**config.mk**
```make
export PLATFORM = sky130hd
export DESIGN_NAME = issue_queue_wakeup
export DESIGN_NICKNAME = d
export VERILOG_FILES = /design/src/rtl/issue_queue_wakeup_pkg.sv /design/src/rtl/issue_queue_wakeup_wakeup_cmp.sv /design/src/rtl/issue_queue_wakeup.sv
export SDC_FILE = /design/constraint.sdc
export NUM_CORES = 1
export LEC_CHECK = 0
export CORE_UTILIZATION = 50
export CTS_CLUSTER_DIAMETER = 150
export DETAILED_ROUTE_END_ITERATION = 8
export PLACE_DENSITY = 0.78
export SLEW_MARGIN = 40
export SYNTH_ARGS = -nofsm -noshare
export SYNTH_HDL_FRONTEND = slang
export SYNTH_SLANG_ARGS = --single-unit
```
**constraint.sdc**
```tcl
create_clock -name clk -period 3.8 [get_ports clk]
set_clock_uncertainty 0.05 [all_clocks]
set_input_delay 0.76 -clock clk [delete_from_list [all_inputs] [get_ports clk]]
set_output_delay 0.76 -clock clk [all_outputs]
set_load 0.01 [all_outputs]
```
**src/rtl/issue_queue_wakeup_pkg.sv**
```systemverilog
`default_nettype none
// ============================================================================
//  Module   : issue_queue_wakeup_pkg
//  Brief    : Shared widths, entry layout and helpers for the wakeup issue
//             queue and its tag comparator.
//  Revision : 1.0 - initial release
// ============================================================================
package issue_queue_wakeup_pkg;

  // Default tag / opcode / channel widths; the top-level parameters default
  // to these and the stored entry layout is built from them.
  localparam int PRF_W_DEF   = 6;
  localparam int OP_W_DEF    = 5;
  localparam int NUM_CDB_DEF = 2;

  // Width of the packed CDB tag bus for the default configuration.
  localparam int CDB_W = NUM_CDB_DEF * PRF_W_DEF;

  // One queue slot.
  typedef struct packed {
    logic                 valid;
    logic [OP_W_DEF-1:0]  opcode;
    logic [PRF_W_DEF-1:0] src1_prf;
    logic                 src1_rdy;
    logic [PRF_W_DEF-1:0] src2_prf;
    logic                 src2_rdy;
    logic [PRF_W_DEF-1:0] dest_prf;
  } iq_entry_t;

  // An entry may be selected once it is occupied and both operands are ready.
  function automatic logic entry_issuable(input iq_entry_t e);
    return e.valid & e.src1_rdy & e.src2_rdy;
  endfunction

endpackage
`default_nettype wire

```
**src/rtl/issue_queue_wakeup_wakeup_cmp.sv**
```systemverilog
`default_nettype none
// ============================================================================
//  Module   : iq_wakeup_cmp
//  Brief    : Compares one source tag against every CDB channel; asserts
//             match when any valid channel carries the same tag.
//  Revision : 1.0 - initial release
// ============================================================================
module iq_wakeup_cmp
  import issue_queue_wakeup_pkg::*;
#(
  parameter int NUM_CDB  = NUM_CDB_DEF,
  parameter int PRF_W    = PRF_W_DEF,
  parameter int CDB_BITS = CDB_W
) (
  input  logic [PRF_W-1:0]    tag_i,
  input  logic [NUM_CDB-1:0]  cdb_valid_i,
  input  logic [CDB_BITS-1:0] cdb_tag_i,
  output logic                match_o
);

  // OR-reduce the per-channel equality; duplicate tags simply match twice.
  always_comb begin
    match_o = 1'b0;
    for (int k = 0; k < NUM_CDB; k++) begin
      if (cdb_valid_i[k] && (cdb_tag_i[k*PRF_W +: PRF_W] == tag_i)) begin
        match_o = 1'b1;
      end
    end
  end

endmodule
`default_nettype wire

```
**src/rtl/issue_queue_wakeup.sv**
```systemverilog
`default_nettype none
// ============================================================================
//  Module   : issue_queue_wakeup
//  Brief    : Collapsing, oldest-first issue queue with multi-channel CDB
//             wakeup, same-cycle dispatch bypass, issue backpressure and
//             synchronous flush.
//  Revision : 1.0 - initial release
// ============================================================================
module issue_queue_wakeup
  import issue_queue_wakeup_pkg::*;
#(
  parameter int DEPTH   = 8,
  parameter int NUM_CDB = NUM_CDB_DEF,
  parameter int PRF_W   = PRF_W_DEF,   // must equal PRF_W_DEF (entry layout)
  parameter int OP_W    = OP_W_DEF,    // must equal OP_W_DEF (entry layout)
  parameter int CNT_W   = $clog2(DEPTH + 1)
) (
  input  logic                       clk,
  input  logic                       reset_n,
  input  logic                       flush,
  // dispatch side
  input  logic                       disp_valid,
  output logic                       disp_ready,
  input  logic [OP_W-1:0]            disp_opcode,
  input  logic [PRF_W-1:0]           disp_src1_prf,
  input  logic                       disp_src1_ready,
  input  logic [PRF_W-1:0]           disp_src2_prf,
  input  logic                       disp_src2_ready,
  input  logic [PRF_W-1:0]           disp_dest_prf,
  // wakeup broadcasts
  input  logic [NUM_CDB-1:0]         cdb_valid,
  input  logic [NUM_CDB*PRF_W-1:0]   cdb_tag,
  // issue side
  output logic                       issue_valid,
  input  logic                       issue_ready,
  output logic [OP_W-1:0]            issue_opcode,
  output logic [PRF_W-1:0]           issue_src1_prf,
  output logic [PRF_W-1:0]           issue_src2_prf,
  output logic [PRF_W-1:0]           issue_dest_prf,
  output logic [CNT_W-1:0]           count
);

  localparam int c_cdb_w = NUM_CDB * PRF_W;
  localparam int c_idx_w = $clog2(DEPTH);

  iq_entry_t          entries_q [DEPTH];
  iq_entry_t          entries_d [DEPTH];
  logic [CNT_W-1:0]   count_q;
  logic [CNT_W-1:0]   count_d;

  logic [DEPTH-1:0]   w_match1;
  logic [DEPTH-1:0]   w_match2;
  logic               w_disp_match1;
  logic               w_disp_match2;

  iq_entry_t          w_woke  [DEPTH];
  iq_entry_t          w_upper [DEPTH];
  iq_entry_t          w_new;
  iq_entry_t          w_sel_entry;
  logic               w_sel_found;
  logic [c_idx_w-1:0] w_sel_idx;
  logic               w_fire;
  logic               w_accept;
  logic [CNT_W-1:0]   w_tail;

  // Per-slot wakeup comparators, one per source operand.
  generate
    for (genvar i = 0; i < DEPTH; i++) begin : g_entry_cmp
      iq_wakeup_cmp #(
        .NUM_CDB  (NUM_CDB),
        .PRF_W    (PRF_W),
        .CDB_BITS (c_cdb_w)
      ) u_cmp_src1 (
        .tag_i       (entries_q[i].src1_prf),
        .cdb_valid_i (cdb_valid),
        .cdb_tag_i   (cdb_tag),
        .match_o     (w_match1[i])
      );
      iq_wakeup_cmp #(
        .NUM_CDB  (NUM_CDB),
        .PRF_W    (PRF_W),
        .CDB_BITS (c_cdb_w)
      ) u_cmp_src2 (
        .tag_i       (entries_q[i].src2_prf),
        .cdb_valid_i (cdb_valid),
        .cdb_tag_i   (cdb_tag),
        .match_o     (w_match2[i])
      );
    end
  endgenerate

  // Bypass comparators: catch a broadcast that lands in the dispatch cycle.
  iq_wakeup_cmp #(
    .NUM_CDB  (NUM_CDB),
    .PRF_W    (PRF_W),
    .CDB_BITS (c_cdb_w)
  ) u_cmp_disp1 (
    .tag_i       (disp_src1_prf),
    .cdb_valid_i (cdb_valid),
    .cdb_tag_i   (cdb_tag),
    .match_o     (w_disp_match1)
  );

  iq_wakeup_cmp #(
    .NUM_CDB  (NUM_CDB),
    .PRF_W    (PRF_W),
    .CDB_BITS (c_cdb_w)
  ) u_cmp_disp2 (
    .tag_i       (disp_src2_prf),
    .cdb_valid_i (cdb_valid),
    .cdb_tag_i   (cdb_tag),
    .match_o     (w_disp_match2)
  );

  // Select the lowest-index issuable slot using the stored ready bits only,
  // so a broadcast becomes visible to select one cycle later.
  always_comb begin
    w_sel_found = 1'b0;
    w_sel_idx   = '0;
    for (int i = DEPTH - 1; i >= 0; i--) begin
      if (entry_issuable(entries_q[i])) begin
        w_sel_found = 1'b1;
        w_sel_idx   = c_idx_w'(i);
      end
    end
  end

  assign w_sel_entry = entries_q[w_sel_idx];

  // Present the selected slot; all fields forced to zero when nothing is ready.
  always_comb begin
    issue_valid    = w_sel_found;
    issue_opcode   = w_sel_found ? w_sel_entry.opcode   : '0;
    issue_src1_prf = w_sel_found ? w_sel_entry.src1_prf : '0;
    issue_src2_prf = w_sel_found ? w_sel_entry.src2_prf : '0;
    issue_dest_prf = w_sel_found ? w_sel_entry.dest_prf : '0;
  end

  // A full queue never accepts, even if a slot frees up this same cycle.
  assign disp_ready = (count_q < CNT_W'(DEPTH)) && !flush;
  assign w_accept   = disp_valid && disp_ready;
  assign w_fire     = w_sel_found && issue_ready && !flush;
  assign w_tail     = count_q - CNT_W'(w_fire);
  assign count      = count_q;

  // Incoming entry with its ready bits already merged with the bypass match.
  always_comb begin
    w_new          = '0;
    w_new.valid    = 1'b1;
    w_new.opcode   = disp_opcode;
    w_new.src1_prf = disp_src1_prf;
    w_new.src1_rdy = disp_src1_ready | w_disp_match1;
    w_new.src2_prf = disp_src2_prf;
    w_new.src2_rdy = disp_src2_ready | w_disp_match2;
    w_new.dest_prf = disp_dest_prf;
  end

  // Next queue image: wake, collapse over the fired slot, then append at tail.
  always_comb begin
    for (int i = 0; i < DEPTH; i++) begin
      w_woke[i]          = entries_q[i];
      w_woke[i].src1_rdy = entries_q[i].src1_rdy | w_match1[i];
      w_woke[i].src2_rdy = entries_q[i].src2_rdy | w_match2[i];
    end
    for (int i = 0; i < DEPTH - 1; i++) begin
      w_upper[i] = w_woke[i+1];
    end
    w_upper[DEPTH-1] = '0;

    for (int i = 0; i < DEPTH; i++) begin
      if (w_fire && (c_idx_w'(i) >= w_sel_idx)) begin
        entries_d[i] = w_upper[i];
      end else begin
        entries_d[i] = w_woke[i];
      end
      if (w_accept && (w_tail == CNT_W'(i))) begin
        entries_d[i] = w_new;
      end
      if (flush) begin
        entries_d[i] = '0;
      end
    end
  end

  // Occupancy: +1 on accept, -1 on fire, cleared by flush.
  always_comb begin
    if (flush) begin
      count_d = '0;
    end else begin
      count_d = count_q + CNT_W'(w_accept) - CNT_W'(w_fire);
    end
  end

  // State registers with asynchronous active-low clear.
  always_ff @(posedge clk or negedge reset_n) begin
    if (!reset_n) begin
      for (int i = 0; i < DEPTH; i++) begin
        entries_q[i] <= '0;
      end
      count_q <= '0;
    end else begin
      for (int i = 0; i < DEPTH; i++) begin
        entries_q[i] <= entries_d[i];
      end
      count_q <= count_d;
    end
  end

endmodule
`default_nettype wire

```
# After elaboration in Yosys (flattened, before gate mapping)
# Cells that the tools add are included.
[totals] mem_bits_ro=0 in_bits=44 latchBits=0 ram_bits=0 ff_bits=212 out_inout_bits=29 elab_cells=298 n_memories=0
[op_classes] multipliers=0 add_sub_neg=3 mux=84 n_bitwise=35 reduce_logical=66 shifts=0 n_eq_ne=43 magnitude_cmp=10 div=0
[ops] cell="$mux W26" count=24
[ops] cell="$eq A6 B6 Y1" count=36
[ops] cell="$bmux W26 S3" count=1
[ops] cell="$logic_and A1 B1 Y1" count=56
[ops] cell="$mux W25" count=2
[ops] cell="$mux W1" count=44
[ops] cell="$mux W3" count=8
[ops] cell="$reduce_bool A3 Y1" count=8
[ops] cell="$mux W6" count=3
[ops] cell="$or A1 B1 Y1" count=18
[ops] cell="$and A1 B1 Y1" count=16
[ops] cell="$eq A4 B3 Y1 const B" count=4
[ops] cell="$ge A3 B3 Y1 const A" count=4
[ops] cell="$eq A4 B2 Y1 const B" count=2
[ops] cell="$sub A4 B1 Y4" count=2
[ops] cell="$ge A1 B3 Y1 const A" count=2
[ops] cell="$ge A2 B3 Y1 const A" count=2
[ops] cell="$mux W5" count=1
[ops] cell="$add A4 B1 Y4" count=1
[ops] cell="$eq A4 B1 Y1 const B" count=1
[ops] cell="$ge A4 B4 Y1 const B" count=1
[ops] cell="$logic_not A4 Y1" count=1
[ops] cell="$lt A4 B4 Y1 const B" count=1
[ops] cell="$mux W4" count=1
[ops] cell="2 further kinds" count=2

# Logic depth before layout (Yosys ltp)
# Gate-level depths: netlist (run 1).
[depth] ltp_word=17 depth_mapped=13

# Hierarchy
# From an unflattened synthesis (run 1), not the netlist that was laid out.
[hier_totals] cells_unflattened=1525 hier_area_um2=14129.8
[modules_own_cells] module="issue_queue_wakeup" cells_each=1219 area_each_um2=11720.0 instances=1 seq_area_each_um2=5305.1
[modules_own_cells] module="iq_wakeup_cmp" cells_each=17 area_each_um2=133.9 instances=18 seq_area_each_um2=0.0

# Worst setup path before layout (run 1)
# OpenSTA, ideal clock, no wires.
[synth_path] path_type="input-to-reg" startpoint="input port flush" endpoint="register entries_q[160] in the netlist's numbering" required_ns=3.651 arrival_time_ns=3.220 path_stages=12 slack_ns=0.431 path_buffers=4 path_cell_list="buf_2 -> nand2b_1 -> clkbuf_1 -> a31oi_1 -> ha_1 -> ha_1 -> xnor2_1 -> nor3b_1 -> nand3_1 -> clkbuf_1 -> buf_1 -> a311oi_1"
[synth_between] elab_chain_cells=7
[synth_lines] item="start, declared" line="issue_queue_wakeup.sv:20" rtl="input logic flush,"
[synth_lines] item="$logic_not A1 Y1" line="issue_queue_wakeup.sv:140, issue_queue_wakeup.sv:142"
[synth_lines] item="$logic_and A1 B1 Y1" line="issue_queue_wakeup.sv:142" rtl="assign w_fire = w_sel_found && issue_ready && !flush;"
[synth_lines] item="$sub A4 B1 Y4" line="issue_queue_wakeup.sv:143" rtl="assign w_tail = count_q - CNT_W'(w_fire);"
[synth_lines] item="$eq A4 B1 Y1" line="issue_queue_wakeup.sv:176" rtl="if (w_accept && (w_tail == CNT_W'(i))) begin"
[synth_lines] item="$logic_and A1 B1 Y1" line="issue_queue_wakeup.sv:176"
[synth_lines] item="$mux W26" line="issue_queue_wakeup.sv:176"
[synth_lines] item="$mux W26" line="issue_queue_wakeup.sv:179" rtl="if (flush) begin"
[synth_lines] item="end signal, assigned by index" line="issue_queue_wakeup.sv:203" rtl="entries_q[i] <= entries_d[i];"
[synth_lines] item="end, declared" line="issue_queue_wakeup.sv:46" rtl="iq_entry_t entries_q [DEPTH];"
# Several ways; a longest one is shown, not always the timed one.
# A chain may end at the register's enable or synchronous reset.

# Final worst setup path (run 1)
[layout_path] startpoint="register entries_q[13] in the netlist's numbering" endpoint="output port issue_dest_prf[1]"
[layout_between] elab_chain_cells=15
[layout_lines] item="$and A1 B1 Y1 * (2 in a row)" line="issue_queue_wakeup_pkg.sv:32" rtl="return e.valid & e.src1_rdy & e.src2_rdy;"
[layout_lines] item="$mux W3 (8 in a row)" line="issue_queue_wakeup.sv:121" rtl="if (entry_issuable(entries_q[i])) begin"
[layout_lines] item="$not A3 Y4 (implied by the code)" line="issue_queue_wakeup.sv:128" rtl="assign w_sel_entry = entries_q[w_sel_idx];"
[layout_lines] item="$bmux W26 S3" line="issue_queue_wakeup.sv:128"
[layout_lines] item="$mux W25 (implied by the code) (2 in a row)" line="issue_queue_wakeup.sv:128"
[layout_lines] item="$mux W6 *" line="issue_queue_wakeup.sv:136" rtl="issue_dest_prf = w_sel_found ? w_sel_entry.dest_prf : '0;"
[layout_lines] item="end, declared" line="issue_queue_wakeup.sv:39" rtl="output logic [PRF_W-1:0] issue_dest_prf,"
# Mark *: on every way between the ends. The rest lies on a longest branch, timed or not. The select of a mux whose other input is x is not followed.

==> results by group, run 1 <==
Outcome
  – Status: finished, final reports clean

Final layout
  – ANT cells: 0
  – Final Net Count: 1,592
  – Area Overhead vs Synth: 16.5%
  – Share of cells above drive strength 1: 11.8%
  – Multi-input logic area: about 8400 um2
  – Filler instances: approximately 2,300
  – Utilization after layout: 59.4%
  – Reg area: 5310 um2
  – Most common cell after layout, fill and taps aside: dfrtp_1
  – Most frequent cells in the layout: dfrtp_1, mux2i_1, nor2_1
  – Final std cells w/o fill: 1,933

Clocking
  – Max clock buf depth: 3
  – Hold_buf cts: 0
  – CTS tree: yes
  – CTS clk-pin slew, worst paths: 0.06 ns
  – CTS buffer count: 23
  – Clock sinks: approximately 210
  – H-tree Lvls: 1
  – Worst skew pair latency: 0.54 ns
  – Root buf cell: clkbuf_16

Min path
  – HP Class: in -> async

Global route
  – Total GRT Usage: 33.4%
  – Largest net degree at the start of global routing: 153
  – Number of global-route vias before repair: 12,900
  – First-pass GRT wire length: 74,700 um
  – Initial antenna violation count: 0
  – Total gr overflow: 0

Setup path
  – Crit path required time: 2.99 ns
  – Worst EP arrival: 2.96 ns
  – Crit-path max FO: 10
  – R2R Path End: entries_q[97]
  – Worst setup SP type: register
  – Worst R2R Start: entries_q[188]
  – R2R cell count: 13
  – Worst reg2reg setup slack: 0.19 ns
  – Setup crit end kind: output pin
  – Crit path kind: reg -> out

Synth
  – Post-Syn Area: 14,300 um2
  – Syn_nets: 1,559
  – Ys Warns: 0
  – Number of synthesized flops with an enable pin: 0
  – Synth Flop Type: dfrtp_1
  – Netlist cell types: 56
  – Yosys reg bits: 212
  – Syn Inst Count: between 1,500 and 2,000
  – Synthesized area per cell: roughly 9.5 um2
  – Sequential-to-total area share from yosys stat: between 30% and 40%
  – Async set-reset flop share out of synthesis: 100%

Power
  – Pleak: 6.79 nW
  – Worst vdd ir: between 200 and 300 uV
  – Pwr Density: ~340 nW/um2

Floorplanning
  – Die H: 171 um
  – Die X: 171 um
  – Initial Util: 51.0%
  – Number of top-level pins: 73
  – Die area: 29,200 um2
  – Core area: 27,900 um2
  – Rows: 61

Place
  – Routability cong.: 0.976
  – Placed Instances: 1,882
  – Number of buffers added on ports: 72
  – Post-Place Setup Slack: 0.0271 ns
  – DP HPWL: roughly 32,000 um

Route
  – # DRC: 0
  – Vias/cell: 6.74
  – Final antenna-violating net count: 0
  – 1st-iter DRT viols: 1,887
  – Via Count: ~13,000
  – WL/cell: 25.1 um
  – Total wire length: 48,400 um
  – Pre-Repair DR Iteration Count: 7

Timing
  – Max Fclk: 265 MHz
  – Slew Viols, Final: 0
  – Hold_ws: 0.124 ns
  – Slew headroom: 45.5%
  – Final Cycle Share: 99.3%
  – Worst Tran Pin Value: slightly above 0.8 ns
  – Final WS setup: 0.0278 ns
  – Crit path time final: 3.77 ns
  – Setup violations, final: 0
  – Fin. Hold Viols: 0

Flow run
  – Max cap viols: 0
## sequential cells by signal, summed over array words and instances, names as in the netlist
signal	flops
entries_q	208
count	4
## worst max-delay path, cell delays in order (launching register included)
cell	delay [ns]
dfrtp_1	0.39
and3_1	0.26
a21boi_1	0.13
o211ai_1	0.27
buf_6	0.20
buf_4	0.15
clkbuf_16	0.18
mux2i_1	0.21
o22a_1	0.18
o221ai_1	0.12
dlygate4sd2_1	0.33
## worst max path at each step
stage               depth (start not counted)           start           endpoint  slack (ns)
global placement                           11     issue_ready      entries_q[18]        0.12
floorplan                                  12           flush     entries_q[160]        0.43
CTS                                        11  entries_q[195]    issue_opcode[1]       0.003
detailed placement                         11     issue_ready     entries_q[102]        0.03
global route                               10   entries_q[13]  issue_dest_prf[1]      -0.002
finish                                     10   entries_q[13]  issue_dest_prf[1]        0.03
## synth_stat cells (all sizes together), types with 38 or more instances
library cell / number / share of area [%]
a211oi: 81 / 4.4
a311oi: 49 / 3.0
buf: 57 / 2.0
clkbuf: 97 / 2.6
dfrtp: 212 / 37
inv: 38 / 1.0
mux2i: 185 / 13
nand2: 86 / 2.3
nor2: 148 / 3.9
o21ai: 50 / 1.8
xnor2: 99 / 6.1
xor2: 120 / 7.4
## routing by layer
metal	track usage [%]	vias up	routed length [um]
li1	-	5539	-
met1	43.5	6440	18800
met5	0	-	0
met4	17.6	0	2770
met2	53.5	826	22700
met3	5.23	218	4200
## power by group
group / total (W) / switching (W) / internal [W]
combinational: 0.000873 / 0.000522 / 0.000351
sequential: 0.00245 / 0.000110 / 0.00234
clock: 0.00231 / 0.000993 / 0.00131
total: 0.00563 / 0.00163 / 0.00401
## final cells by class
cell class	instances	area share [%]
clock buffers	28	3.76
multi-input cells	1102	50.5
clock inverters	13	0.799
inverters	38	0.859
repair buffers	162	9.33
flip-flops and latches	212	31.9
well taps	378	2.85
## metrics by stage
stage	power, W	instance area (um2)	setup TNS, ns
2_1_floorplan	0.00297	14300	0
3_3_place_gp	0.00330	15600	0
3_5_place_dp	0.00333	15600	0
4_1_cts	0.00560	16500	0
5_1_grt	0.00580	16600	-0.00173
6_report	0.00563	16600	0
## logic make-up after synthesis
kind of cell / count (synthesis) / synth area share, %
AND/OR/NAND/NOR: 365 / 11.9
multiplexers: 191 / 13.5
XOR/XNOR: 219 / 13.5
adder cells (fa/ha/maj): 9 / 0.843
flip-flops: 212 / 37.2
AO/OA/AOI/OAI: 318 / 17.5
buffers and inverters: 192 / 5.63
## what timing repair did
action                                  CTS  global route
buffers inserted                          5             5
endpoints found under the setup margin   23            53
pin swaps                                 2             2
resized for setup                        59            19
endpoints found under the hold margin     0             0
cloned                                    0             1
(Power assumes the default switching activity.)
==> inputs of run 2 (changes only) <==
--- a/config.mk
+++ b/config.mk
@@ -6,7 +6,7 @@
 export NUM_CORES = 1
 export LEC_CHECK = 0
 export CORE_UTILIZATION = 50
-export CTS_CLUSTER_DIAMETER = 150
+export CTS_CLUSTER_DIAMETER = 80
 export DETAILED_ROUTE_END_ITERATION = 8
 export PLACE_DENSITY = 0.78
 export SLEW_MARGIN = 40
==> results of run 2 <==
Same layout as run 1: the final DEF is identical, and so are final timing and power.
